## src/rtl/mprj_io_cfg_loader.sv

```systemverilog
// Serial loader for the user-project IO pad configuration chains.
// Ports: clk/resetn; start/abort/chain_rst/clk_div control; cfg_idx/cfg_data
// fetch the config word for each pad; ld_* drive the serial chains; busy/done
// report progress. Pads go out from PADS-1 down to 0, each pad MSB first.
// PADS and BITS must both be at least 2.
module mprj_io_cfg_loader #(
    parameter int CHAINS = 2,
    parameter int PADS   = 19,
    parameter int BITS   = 13
) (
    input  logic                     clk,
    input  logic                     resetn,
    input  logic                     start,
    input  logic                     abort,
    input  logic                     chain_rst,
    input  logic [7:0]               clk_div,
    output logic [$clog2(PADS)-1:0]  cfg_idx,
    input  logic [CHAINS*BITS-1:0]   cfg_data,
    output logic                     ld_resetn,
    output logic                     ld_clock,
    output logic [CHAINS-1:0]        ld_data,
    output logic                     ld_load,
    output logic                     busy,
    output logic                     done
);

    localparam int PW = $clog2(PADS);
    localparam int BW = $clog2(BITS);

    typedef enum logic [2:0] {
        S_IDLE, S_RST, S_FETCH, S_LOW, S_HIGH, S_LOAD, S_DONE
    } state_t;

    state_t                 r_state;
    state_t                 w_state_n;
    logic [7:0]             r_div;
    logic [7:0]             r_cnt;
    logic [PW-1:0]          r_pad;
    logic [BW-1:0]          r_bit;
    logic [CHAINS*BITS-1:0] r_sh;
    logic [CHAINS-1:0]      r_ld_data;
    logic [CHAINS-1:0]      w_msb;
    logic                   w_phase_end;
    logic                   w_accept;

    // r_div is never zero once a load is running, so this cannot underflow
    // in any timed state.
    assign w_phase_end = (r_cnt == r_div - 8'd1);
    assign w_accept    = (r_state == S_IDLE) && start && !abort;

    always_comb begin
        w_msb = '0;
        for (int c = 0; c < CHAINS; c++) begin
            w_msb[c] = r_sh[c*BITS + BITS - 1];
        end
    end

    always_comb begin
        w_state_n = r_state;
        unique case (r_state)
            S_IDLE: begin
                if (start) w_state_n = chain_rst ? S_RST : S_FETCH;
            end
            S_RST: begin
                if (w_phase_end) w_state_n = S_FETCH;
            end
            S_FETCH: w_state_n = S_LOW;
            S_LOW: begin
                if (w_phase_end) w_state_n = S_HIGH;
            end
            S_HIGH: begin
                if (w_phase_end) begin
                    if (r_bit != '0)      w_state_n = S_LOW;
                    else if (r_pad != '0) w_state_n = S_FETCH;
                    else                  w_state_n = S_LOAD;
                end
            end
            S_LOAD: begin
                if (w_phase_end) w_state_n = S_DONE;
            end
            S_DONE:  w_state_n = S_IDLE;
            default: w_state_n = S_IDLE;
        endcase
        if (abort) w_state_n = S_IDLE;
    end

    always_ff @(posedge clk or negedge resetn) begin
        if (!resetn) begin
            r_state   <= S_IDLE;
            r_div     <= 8'd0;
            r_cnt     <= 8'd0;
            r_pad     <= '0;
            r_bit     <= '0;
            r_sh      <= '0;
            r_ld_data <= '0;
        end else begin
            r_state <= w_state_n;
            // Phase timer restarts on every state change.
            if (w_state_n != r_state || r_state == S_IDLE) r_cnt <= 8'd0;
            else                                           r_cnt <= r_cnt + 8'd1;
            if (w_accept) begin
                r_div <= (clk_div == 8'd0) ? 8'd1 : clk_div;
                r_pad <= PW'(PADS - 1);
            end
            if (r_state == S_FETCH && !abort) begin
                r_sh  <= cfg_data;
                r_bit <= BW'(BITS - 1);
            end
            // Hold the LOW-phase bit so ld_data stays put through HIGH/FETCH.
            if (r_state == S_LOW) r_ld_data <= w_msb;
            if (r_state == S_HIGH && w_phase_end && !abort) begin
                for (int c = 0; c < CHAINS; c++) begin
                    r_sh[c*BITS +: BITS] <= r_sh[c*BITS +: BITS] << 1;
                end
                if (r_bit != '0)      r_bit <= r_bit - BW'(1);
                else if (r_pad != '0) r_pad <= r_pad - PW'(1);
            end
        end
    end

    assign cfg_idx   = r_pad;
    assign busy      = (r_state != S_IDLE);
    assign done      = (r_state == S_DONE);
    assign ld_clock  = (r_state == S_HIGH);
    assign ld_load   = (r_state == S_LOAD);
    assign ld_resetn = (r_state != S_RST);
    assign ld_data   = (r_state == S_LOW) ? w_msb : r_ld_data;

endmodule
```

## config.mk

```make
export PLATFORM = sky130hd
export DESIGN_NAME = mprj_io_cfg_loader
export DESIGN_NICKNAME = d
export VERILOG_FILES = /design/src/rtl/mprj_io_cfg_loader.sv
export SDC_FILE = /design/constraint.sdc
export NUM_CORES = 1
export LEC_CHECK = 0
export ABC_CLOCK_PERIOD_IN_PS = 2900
export BUFFER_PORTS_ARGS = -buffer_cell sky130_fd_sc_hd__buf_2
export CAP_MARGIN = 5
export CORE_ASPECT_RATIO = 1.1
export CORE_MARGIN = 4
export CORE_UTILIZATION = 56
export CTS_CLUSTER_DIAMETER = 60
export CTS_CLUSTER_SIZE = 20
export DETAILED_ROUTE_END_ITERATION = 7
export PLACE_DENSITY = 0.77
export SYNTH_ARGS = -nofsm -noshare
export SYNTH_HDL_FRONTEND = slang
export SYNTH_SLANG_ARGS = --single-unit
export TNS_END_PERCENT = 10
```

## constraint.sdc

```tcl
create_clock -name clk -period 2.9 [get_ports clk]
set_input_delay 0.145 -clock clk [delete_from_list [all_inputs] [get_ports clk]]
set_output_delay 0.145 -clock clk [all_outputs]
set_load 0.01 [all_outputs]
```

Word level (Yosys, flattened, before mapping)
Cells that the tools add are included.
{ "classes": {"addsub": 4, "multipliers": 0, "n_div": 0, "n_lt_le_gt_ge": 0, "eq_ne": 9, "shifts": 0, "n_mux": 22, "n_bitwise": 0, "reduce_logical": 13} }
{ "ops": {"columns": ["cell", "n"], "rows": [
  ["26-bit two-way mux", 2],
  ["3-bit two-way mux", 8],
  ["5-bit two-way mux", 4],
  ["3-bit case mux with 6 select lines", 1],
  ["8-bit two-way mux", 2],
  ["4-bit two-way mux", 3],
  ["3-bit equality test, second input constant", 3],
  ["8-bit by 1-bit adder with 8-bit output, second input constant", 1],
  ["8-bit equality test", 1],
  ["8-bit zero test", 1],
  ["8-bit by 1-bit subtractor with 8-bit output, second input constant", 1],
  ["3-bit by 2-bit equality test with 1-bit output, second input constant", 2],
  ["1-bit logical AND", 5],
  ["5-bit nonzero test", 1],
  ["5-bit by 1-bit subtractor with 5-bit output, second input constant", 1],
  ["2-bit two-way mux", 2],
  ["4-bit nonzero test", 1],
  ["4-bit by 1-bit subtractor with 4-bit output, second input constant", 1],
  ["3-bit by 1-bit equality test with 1-bit output, second input constant", 1],
  ["3-bit zero test", 1],
  ["3-bit by 1-bit inequality test with 1-bit output, second input constant", 1],
  ["3-bit inequality test", 1],
  ["3-bit nonzero test", 1],
  ["2-bit nonzero test", 1],
  ["2 further kinds", 2]
]} }
{ "word_totals": {"register_bits": 56, "latchBits": 0, "ramBits": 0, "romBits": 0, "in_bits": 39, "n_memories": 0} }

Depth between registers and ports, before layout
Gate-level depths: netlist of the first run.
{ "logic_depth": {"word_depth": 9, "depth_mapped": 9, "ltp_nobuf": 8} }

Least setup slack after synthesis of the first run
Ideal clock, no wire load.
{ "synth_timing": {"kind": "register to register", "start": "register r_div[0]", "end": "register r_sh[14]", "setup_time_ps": 66, "t_arrival_ps": 2209, "required_ps": 2834, "slack_ps": 625, "path_stages_with_launch": 10, "path_buffers": 1, "period_less_slack_ps": 2275, "cell_sequence": "dfrtp_1 > inv_1 > ha_1 > nor3b_1 > xnor2_1 > nor3b_1 > o211ai_2 > nor3_2 > buf_4 > a221o_1"} }
{ "synth_via": {"elab_chain_len": 5} }
{ "synth_lines": {"columns": ["element", "line", "text"], "rows": [
  ["from (decl)", "36", "logic [7:0] r_div;"],
  ["from (signal assigned)", "102", "r_div <= (clk_div == 8'd0) ? 8'd1 : clk_div;"],
  ["8-bit by 1-bit subtractor with 8-bit output (*)", "48", "assign w_phase_end = (r_cnt == r_div - 8'd1);"],
  ["8-bit equality test (*)", "48", null],
  ["1-bit logical AND (*) (2 in a row)", "111", "if (r_state == S_HIGH && w_phase_end && !abort) begin"],
  ["26-bit two-way mux / 2-bit nonzero test (equally long branches)", null, null],
  ["to (signal assigned)", "106", "r_sh <= cfg_data;"],
  ["to (signal, indexed assignment)", "113", "r_sh[c*BITS +: BITS] <= r_sh[c*BITS +: BITS] << 1;"],
  ["to (decl)", "40", "logic [CHAINS*BITS-1:0] r_sh;"]
]} }
Mark *: on every way between the ends. The rest lies on a longest branch, timed or not.
A chain may end at the register's enable or synchronous reset.

Worst setup path in the final report of the first run
{ "layout_timing": {"start": "register r_div[0]", "end": "register r_state[2]"} }
{ "layout_via": {"elab_chain_len": 5} }
{ "layout_lines": {"columns": ["element", "line", "text"], "rows": [
  ["8-bit by 1-bit subtractor with 8-bit output (*)", "48", null],
  ["8-bit equality test (*)", "48", null],
  ["3-bit two-way mux, on equally long branches", null, null],
  ["3-bit case mux with 6 select lines (*)", "60", "unique case (r_state)"],
  ["3-bit two-way mux (*)", "84", "if (abort) w_state_n = S_IDLE;"],
  ["named net w_state_n[2]", "35", "state_t w_state_n;"],
  ["to (signal assigned)", "97", "r_state <= w_state_n;"],
  ["to (decl)", "34", "state_t r_state;"]
]} }
The timed path passes the listed nets; every way through them passes the cells marked *.

==> impl_results.md, run 1 <==
- CP Launch Point: r_div[0]
- Clock buffer count from CTS: 5
- CP max stage delay: 0.48 ns
- Cell taking the most area after synthesis: dfrtp_1
- Commonest cells after routing, fill and taps aside: dfrtp_1, buf_2, nand2_1
- Placed cell areas: 0.00332 mm2
- First-pass GRT wire length: 10.6 mm
- Final hold vios: 0
- Clock power frac: 0.234
- CTS Sinks: 56
- GRT Util Overall: 0.197
- RSZ-0062 raised after global routing: false
- Hold Path Stages: 3
- Multi-input gate area: between 0.0015 and 0.002 mm2
- Final worst hold slack: 0.0422 ns
- Sw Ratio: 0.294
- Reg area: 0.00140 mm2
- Area grow syn2layout: 13.7%
- Worst-margin pin slew: ~0.57 ns
- R2r endpoint: r_state[2]
- N_diodes: 0
- WL per Instance: 15.0 um
- Buffer and inverter count on the worst path: 1
- Top FF cell, synth: dfrtp_1
- Final layout net count: 382
- Critical Path RT: roughly 3 ns
- Clock buffer depth: 2
- CP Launch Type: flip-flop
- Setup Skew: 0.00525 ns
- Routed vias: roughly 2.3k
- Netlist Area Pre-Place: 0.00301 mm2
- Netlist cell types: 51
- H-tree depth: 2
- Crit path capture: r_state[2]
- Internal power: 1.45 mW
- Clk Latency, worst-skew pair: 0.30 ns
- Pwr Density: 598 mW/mm2
- Post-synthesis sequential area ratio: 0.465
- TritonCTS clock tree: built
- Final instance area: 0.00343 mm2
- CP dominant cell by count: nor3b_1
- Drt first-iter violations: 115
- Total Wirelength: ~6 mm
- Antenna violations before repair: 0
- # fillers: 423
- RR Startpoint: r_div[0]
- CP endpoint kind: flip-flop
- Yosys reg bits: 56
- Mapped Nets: 331
- Post-placement worst setup slack: 0.418 ns
- Synth area leaders: dfrtp_1, a221o_1, and2_1
- Leak pwr: 1.57 nW
- Final HPWL DP: 4.70 mm
- Commonest non-fill, non-tap cell in the layout: dfrtp_1
- Critical Path AT: 2.69 ns
- Vias per cell: 5.59
- Post-DRT Antenna Nets: 0
- Crit-path slowest cell: dfrtp_1
- DRC: 0
- Net Switching: 603 uW
- Asr flop ratio synth: 1.00
- Layout cell share with drive strength beyond 1: 0.237
- Die Ht: approximately 85 um
- Vias in the first global route: 2351
- GP Congestion: 0.863
- Port bufs: 50
- Critical path depth: 8
- # rows: 27
- Post-synth top area share: 0.465
- Final worst-path cycle share: 0.865
- Combinational power share: 0.235
- CTS root buffer: clkbuf_8
- First-pass DRT Iterations: 4
- Register share of total power: 0.531
- Setup Crit Path Kind: flip-flop to flip-flop
- Endpoints failing setup: 0
- Area of the core: approximately 0.0051 mm2
- Synth Area per Inst: 10.5 um2
- GRT overflow: 0
- Worst VDD drop: 0.320 mV
- Final Worst Setup Slack: 0.393 ns
- Highest Clock Rate: 399 MHz
- Final Critical Period: between 2 and 3 ns
- Yosys warns: 0
- # Post-CTS Setup Buffers: 0
- Final Util: 0.672
- Max_slew headroom: 0.618
- Io pins: slightly above 50
- Mapped Cells: between 200 and 300
- HP Class: input pin to flip-flop
- Clock slew at reported path FFs: ~0.090 ns
- Die ar.: 0.00662 mm2
- Delay-heaviest family, CP: simple AND/OR/NAND/NOR gates
- Worst Path Max Fanout: 7
- Chip Width: 78.0 um
- Setup TNS: 0 ns
- CP cell instances: inv_1 -> ha_1 -> nor3b_1 -> xnor2_1 -> nor3b_1 -> o211ai_2 -> or2_1 -> o311a_1
- R2R cell count: 8
- Outcome: complete, no violations
- Post-synth EDFFs: 0
- Max cap viols: 0
- Final Max Slew Viols: 0
- Largest net degree at the start of global routing: 37
- Initial core utilization: 0.591
- Flop2flop setup slack: 0.39 ns
synthesized netlist by cell type, types with 2 or more instances:
cell type,number
clkbuf_1,5
o21ai_1,2
buf_4,2
or2_1,2
nor3_2,2
nor4_1,2
buf_2,2
and2_1,25
xor2_1,9
o211a_1,3
nand3_1,7
or2_2,2
a221o_1,24
or4_1,2
nand2b_1,5
o21ai_0,6
o21a_1,4
mux2i_1,7
or3_1,3
mux2_2,2
a21oi_1,10
nor3_1,3
nor3b_1,4
nor2_1,25
inv_1,8
nand3b_1,2
ha_1,4
dfrtp_1,56
xnor2_1,8
and3_1,4
buf_6,3
nand2_1,26
sequential cells by signal, indices dropped and copies added, names as in the netlist:
signal / count
r_sh: 26
r_ld_data: 2
r_bit: 4
r_cnt: 8
r_div: 8
cfg_idx: 5
r_state: 3
kinds of logic after synthesis:
group,Yosys count,share of synthesized area
XOR/XNOR,17,0.0494
flip-flops,56,0.465
buffers and inverters,20,0.0357
adder cells (fa/ha/maj),4,0.0166
AO/OA/AOI/OAI,60,0.178
AND/OR/NAND/NOR,122,0.225
multiplexers,9,0.0307
layer usage:
metal,part of all wire,global-route usage,routed length [um]
met1,0.45,0.259,2750
met2,0.50,0.339,3100
met3,0.039,0.0308,239
met4,0.012,0.0572,71
met5,0,0,0
worst min-delay path by stage:
stage / slack, ns / startpoint / endpoint
6_report: 0.04 / clk_div[6] / r_div[6]
5_1_grt: 0.04 / clk_div[5] / r_div[5]
4_1_cts: 0.04 / clk_div[6] / r_div[6]
3_5_place_dp: 0.14 / resetn / r_cnt[3]
3_3_place_gp: 0.13 / resetn / r_cnt[3]
2_1_floorplan: -0.15 / resetn / cfg_idx[0]
through the flow:
step | total power [mW] | cells
CTS | 2.07 | 410
global placement | 1.56 | 403
detailed placement | 1.59 | 403
global route | 2.17 | 410
finish | 2.05 | 410
floorplan | 1.42 | 288
worst min-delay path, delay by kind of cell:
family                 cells  cell delay [ns]
buffers and inverters      1             0.08
and+or+nand+nor            2             0.08
final cells by class:
cell class,instances,area share
Clock buffer,5,0.0201
Multi-Input combinational cell,212,0.441
Clock inverter,1,0.00876
Inverter,8,0.00876
Sequential cell,56,0.409
Tap cell,72,0.0263
Timing Repair Buffer,56,0.0869
power by group through the flow:
stage / clock (mW) / combinational, mW / sequential [mW]
2_1_floorplan: 0 / 0.371 / 1.05
3_3_place_gp: 0 / 0.467 / 1.10
3_5_place_dp: 0 / 0.490 / 1.10
4_1_cts: 0.490 / 0.488 / 1.09
5_1_grt: 0.519 / 0.538 / 1.11
6_report: 0.480 / 0.481 / 1.09
repair_timing:
item	4_1_cts	5_1_grt
endpoints found under the hold margin	20	0
gates resized for setup	0	0
hold buffers	1	0
setup endpoints to repair	0	0
No activity file was read; power rests on OpenSTA's default activity.
==> run 2, diff against run 1 <==
--- a/config.mk
+++ b/config.mk
@@ -10,11 +10,11 @@
 export CAP_MARGIN = 5
 export CORE_ASPECT_RATIO = 1.1
 export CORE_MARGIN = 4
-export CORE_UTILIZATION = 56
+export CORE_UTILIZATION = 50
 export CTS_CLUSTER_DIAMETER = 60
 export CTS_CLUSTER_SIZE = 20
 export DETAILED_ROUTE_END_ITERATION = 7
-export PLACE_DENSITY = 0.77
+export PLACE_DENSITY = 0.69
 export SYNTH_ARGS = -nofsm -noshare
 export SYNTH_HDL_FRONTEND = slang
 export SYNTH_SLANG_ARGS = --single-unit
==> impl_results.md, run 2 (same netlist as run 1, synthesis figures left out) <==
- Outcome: complete, no violations
- Chip Width: 82.0 um (+5.2%)
- CTS Sinks: 56 (unchanged)
- Leak pwr: 1.58 nW (about the same)
- Setup TNS: 0 ns (unchanged)
- Top reg by flops: r_sh
- WL per Instance: 14.8 um (-1.6%)
- Delay-heaviest family, CP: simple AND/OR/NAND/NOR gates
- HP Class: input pin to flip-flop
- RR Startpoint: r_div[0]
- Multi-input gate area: 0.00151 mm2 (unchanged)
- Vias per cell: 5.47 (-2.0%)
- Port bufs: 50 (unchanged)
- Final HPWL DP: 4.56 mm (-3.0%)
- Die ar.: 0.00734 mm2 (+11%)
- N_diodes: 0 (unchanged)
- Clock buffer depth: 2 (unchanged)
- Clk Latency, worst-skew pair: 0.31 ns (about the same)
- GRT Util Overall: 0.179 (-0.0183)
- TritonCTS clock tree: built
- CP dominant cell by count: nor3b_1
- Flop2flop setup slack: 0.40 ns (about the same)
- Die Ht: 89.4 um (+5.3%)
- RSZ-0062 raised after global routing: false
- Highest Clock Rate: 401 MHz (+0.48%)
- Area of the core: 0.00581 mm2 (+14%)
- Final layout net count: 383 (+0.26%)
- Setup Crit Path Kind: flip-flop to flip-flop
- Io pins: 51 (unchanged)
- Total Wirelength: 6.18 mm (+0.29%)
- R2r endpoint: r_state[2]
- Area grow syn2layout: 14.1%
- Largest net degree at the start of global routing: 39 (+5.4%)
- Max cap viols: 0 (unchanged)
- Pwr Density: 585 mW/mm2 (-2.2%)
- CP Launch Type: flip-flop
- Routed vias: 2288 (-0.087%)
- Buffer and inverter count on the worst path: 1 (unchanged)
- Worst Hold Launch: clk_div[6]
- Post-cts sizing count: 0 (unchanged)
- Post-DRT Antenna Nets: 0 (unchanged)
- Setup Skew: 0.00850 ns (+0.00325 ns)
- Initial core utilization: 0.519 (-0.0717)
- Worst VDD drop: 0.321 mV (+0.37%)
- Antenna violations before repair: 0 (unchanged)
- Final worst-path cycle share: 0.860 (-0.00409)
- Commonest non-fill, non-tap cell in the layout: dfrtp_1
- CP endpoint kind: flip-flop
- Total Power: 2.01 mW (-1.9%)
- Worst-margin pin slew: 0.546 ns (-0.0259 ns)
- DRC: 0 (unchanged)
- # rows: 29 (+7.4%)
- Final hold vios: 0 (unchanged)
- H-tree depth: 2 (unchanged)
- Clock slew at reported path FFs: 0.10 ns (about the same)
- GRT overflow: 0 (unchanged)
- Hold Path Sink: r_div[6]
- Max reg flops: 26 (unchanged)
- R2R cell count: 8 (unchanged)
- Layout cell share with drive strength beyond 1: 0.243 (+0.00672)
- Vias in the first global route: 2156 (-8.3%)
- Final Util: 0.592 (-0.0796)
- Final Max Slew Viols: 0 (unchanged)
- CP cell instances: inv_1 -> ha_1 -> nor3b_1 -> xnor2_1 -> nor3b_1 -> o211ai_2 -> or2_1 -> o311a_1
- Final instance area: 0.00344 mm2 (+0.33%)
- Max_slew headroom: 0.635 (+0.0173)
- Endpoints failing setup: 0 (unchanged)
- Critical Path AT: 2.70 ns (about the same)
- First-pass GRT wire length: 10.2 mm (-4.3%)
- Drt first-iter violations: 56 (-51%)
- Regs by FF count: r_sh: 26 flops, r_cnt: 8 flops, r_div: 8 flops
- CTS root buffer: clkbuf_8
- CP max stage delay: 0.47 ns (about the same)
- Clock buffer count from CTS: 5 (unchanged)
- First-pass DRT Iterations: 4 (unchanged)
- Final Critical Period: 2.50 ns (-0.0119 ns)
- Critical Path RT: 3.10 ns (+0.02 ns)
- Hold Path Stages: 3 (unchanged)
- Crit-path slowest cell: dfrtp_1
- # fillers: 519 (+23%)
- Worst Path Max Fanout: 7 (unchanged)
- Reg area: 0.00140 mm2 (unchanged)
- GP Congestion: 0.833 (-3.5%)
- Placed cell areas: 0.00333 mm2 (+0.41%)
- Commonest cells after routing, fill and taps aside: dfrtp_1, buf_2, nand2_1
- Final worst hold slack: 0.0316 ns (-0.0106 ns)
[run 2: cell types whose count changed in the layout (fill, tap and decap cells not counted), sizes merged]
cell and delta:
buf +1, inv +1, bufinv -1, clkinv +1, clkinvlp +1
[run 2: worst max-delay path by stage]
| stage | startpoint | slack (ns) | endpoint | cells past startpoint |
|---|---|---|---|---|
| floorplan | r_div[0] | 0.63 | r_sh[14] | 9 |
| global placement | r_div[0] | 0.45 | r_state[2] | 8 |
| detailed placement | r_div[0] | 0.41 | r_state[2] | 8 |
| CTS | r_div[0] | 0.40 | r_state[2] | 8 |
| global route | r_div[0] | 0.22 | r_cnt[7] | 8 |
| finish | r_div[0] | 0.40 | r_state[2] | 8 |
[run 2: power by group]
group / total (mW) / internal, mW / switching (mW)
logic: 0.484 / 0.250 / 0.233
clock network: 0.445 / 0.178 / 0.268
registers: 1.08 / 0.950 / 0.132
total: 2.01 / 1.38 / 0.633
[run 2: cell type report]
class                      count  area share
multi-input combinational    212       0.439
sequential                    56       0.407
timing repair buffer          57      0.0888
tap                           77      0.0280
clock buffer                   5      0.0200
inverter                       8     0.00873
clock inverter                 3     0.00800
[run 2: routing by layer]
| layer | vias up | share of wire | global-route usage |
|---|---|---|---|
| met2 | 38 | 0.50 | 0.311 |
| met3 | 7 | 0.037 | 0.0302 |
| met4 | 0 | 0.012 | 0.0483 |
| met1 | 1104 | 0.45 | 0.230 |
| met5 | - | 0 | 0 |
| li1 | 1139 | - | - |
[run 2: metrics by stage]
step | cells | worst slack (ns)
6_report | 418 | 0.405
5_1_grt | 418 | 0.220
4_1_cts | 418 | 0.396
3_5_place_dp | 409 | 0.410
3_3_place_gp | 409 | 0.446
2_1_floorplan | 288 | 0.625
[run 2: timing repair]
action                    CTS  global route
buffers inserted            0             0
hold buffers                1             0
hold endpoints to repair   18             0
[run 2: worst reg2reg max path: cells and delay by family, from the launching register on]
family / cells / cell delay (ns)
buffers and inverters: 1 / 0.11
AOI/OAI and AO/OA: 2 / 0.55
and+or+nand+nor: 3 / 0.82
xor gates and xnor gates: 1 / 0.19
DFF: 1 / 0.47
adders and majority gates: 1 / 0.26
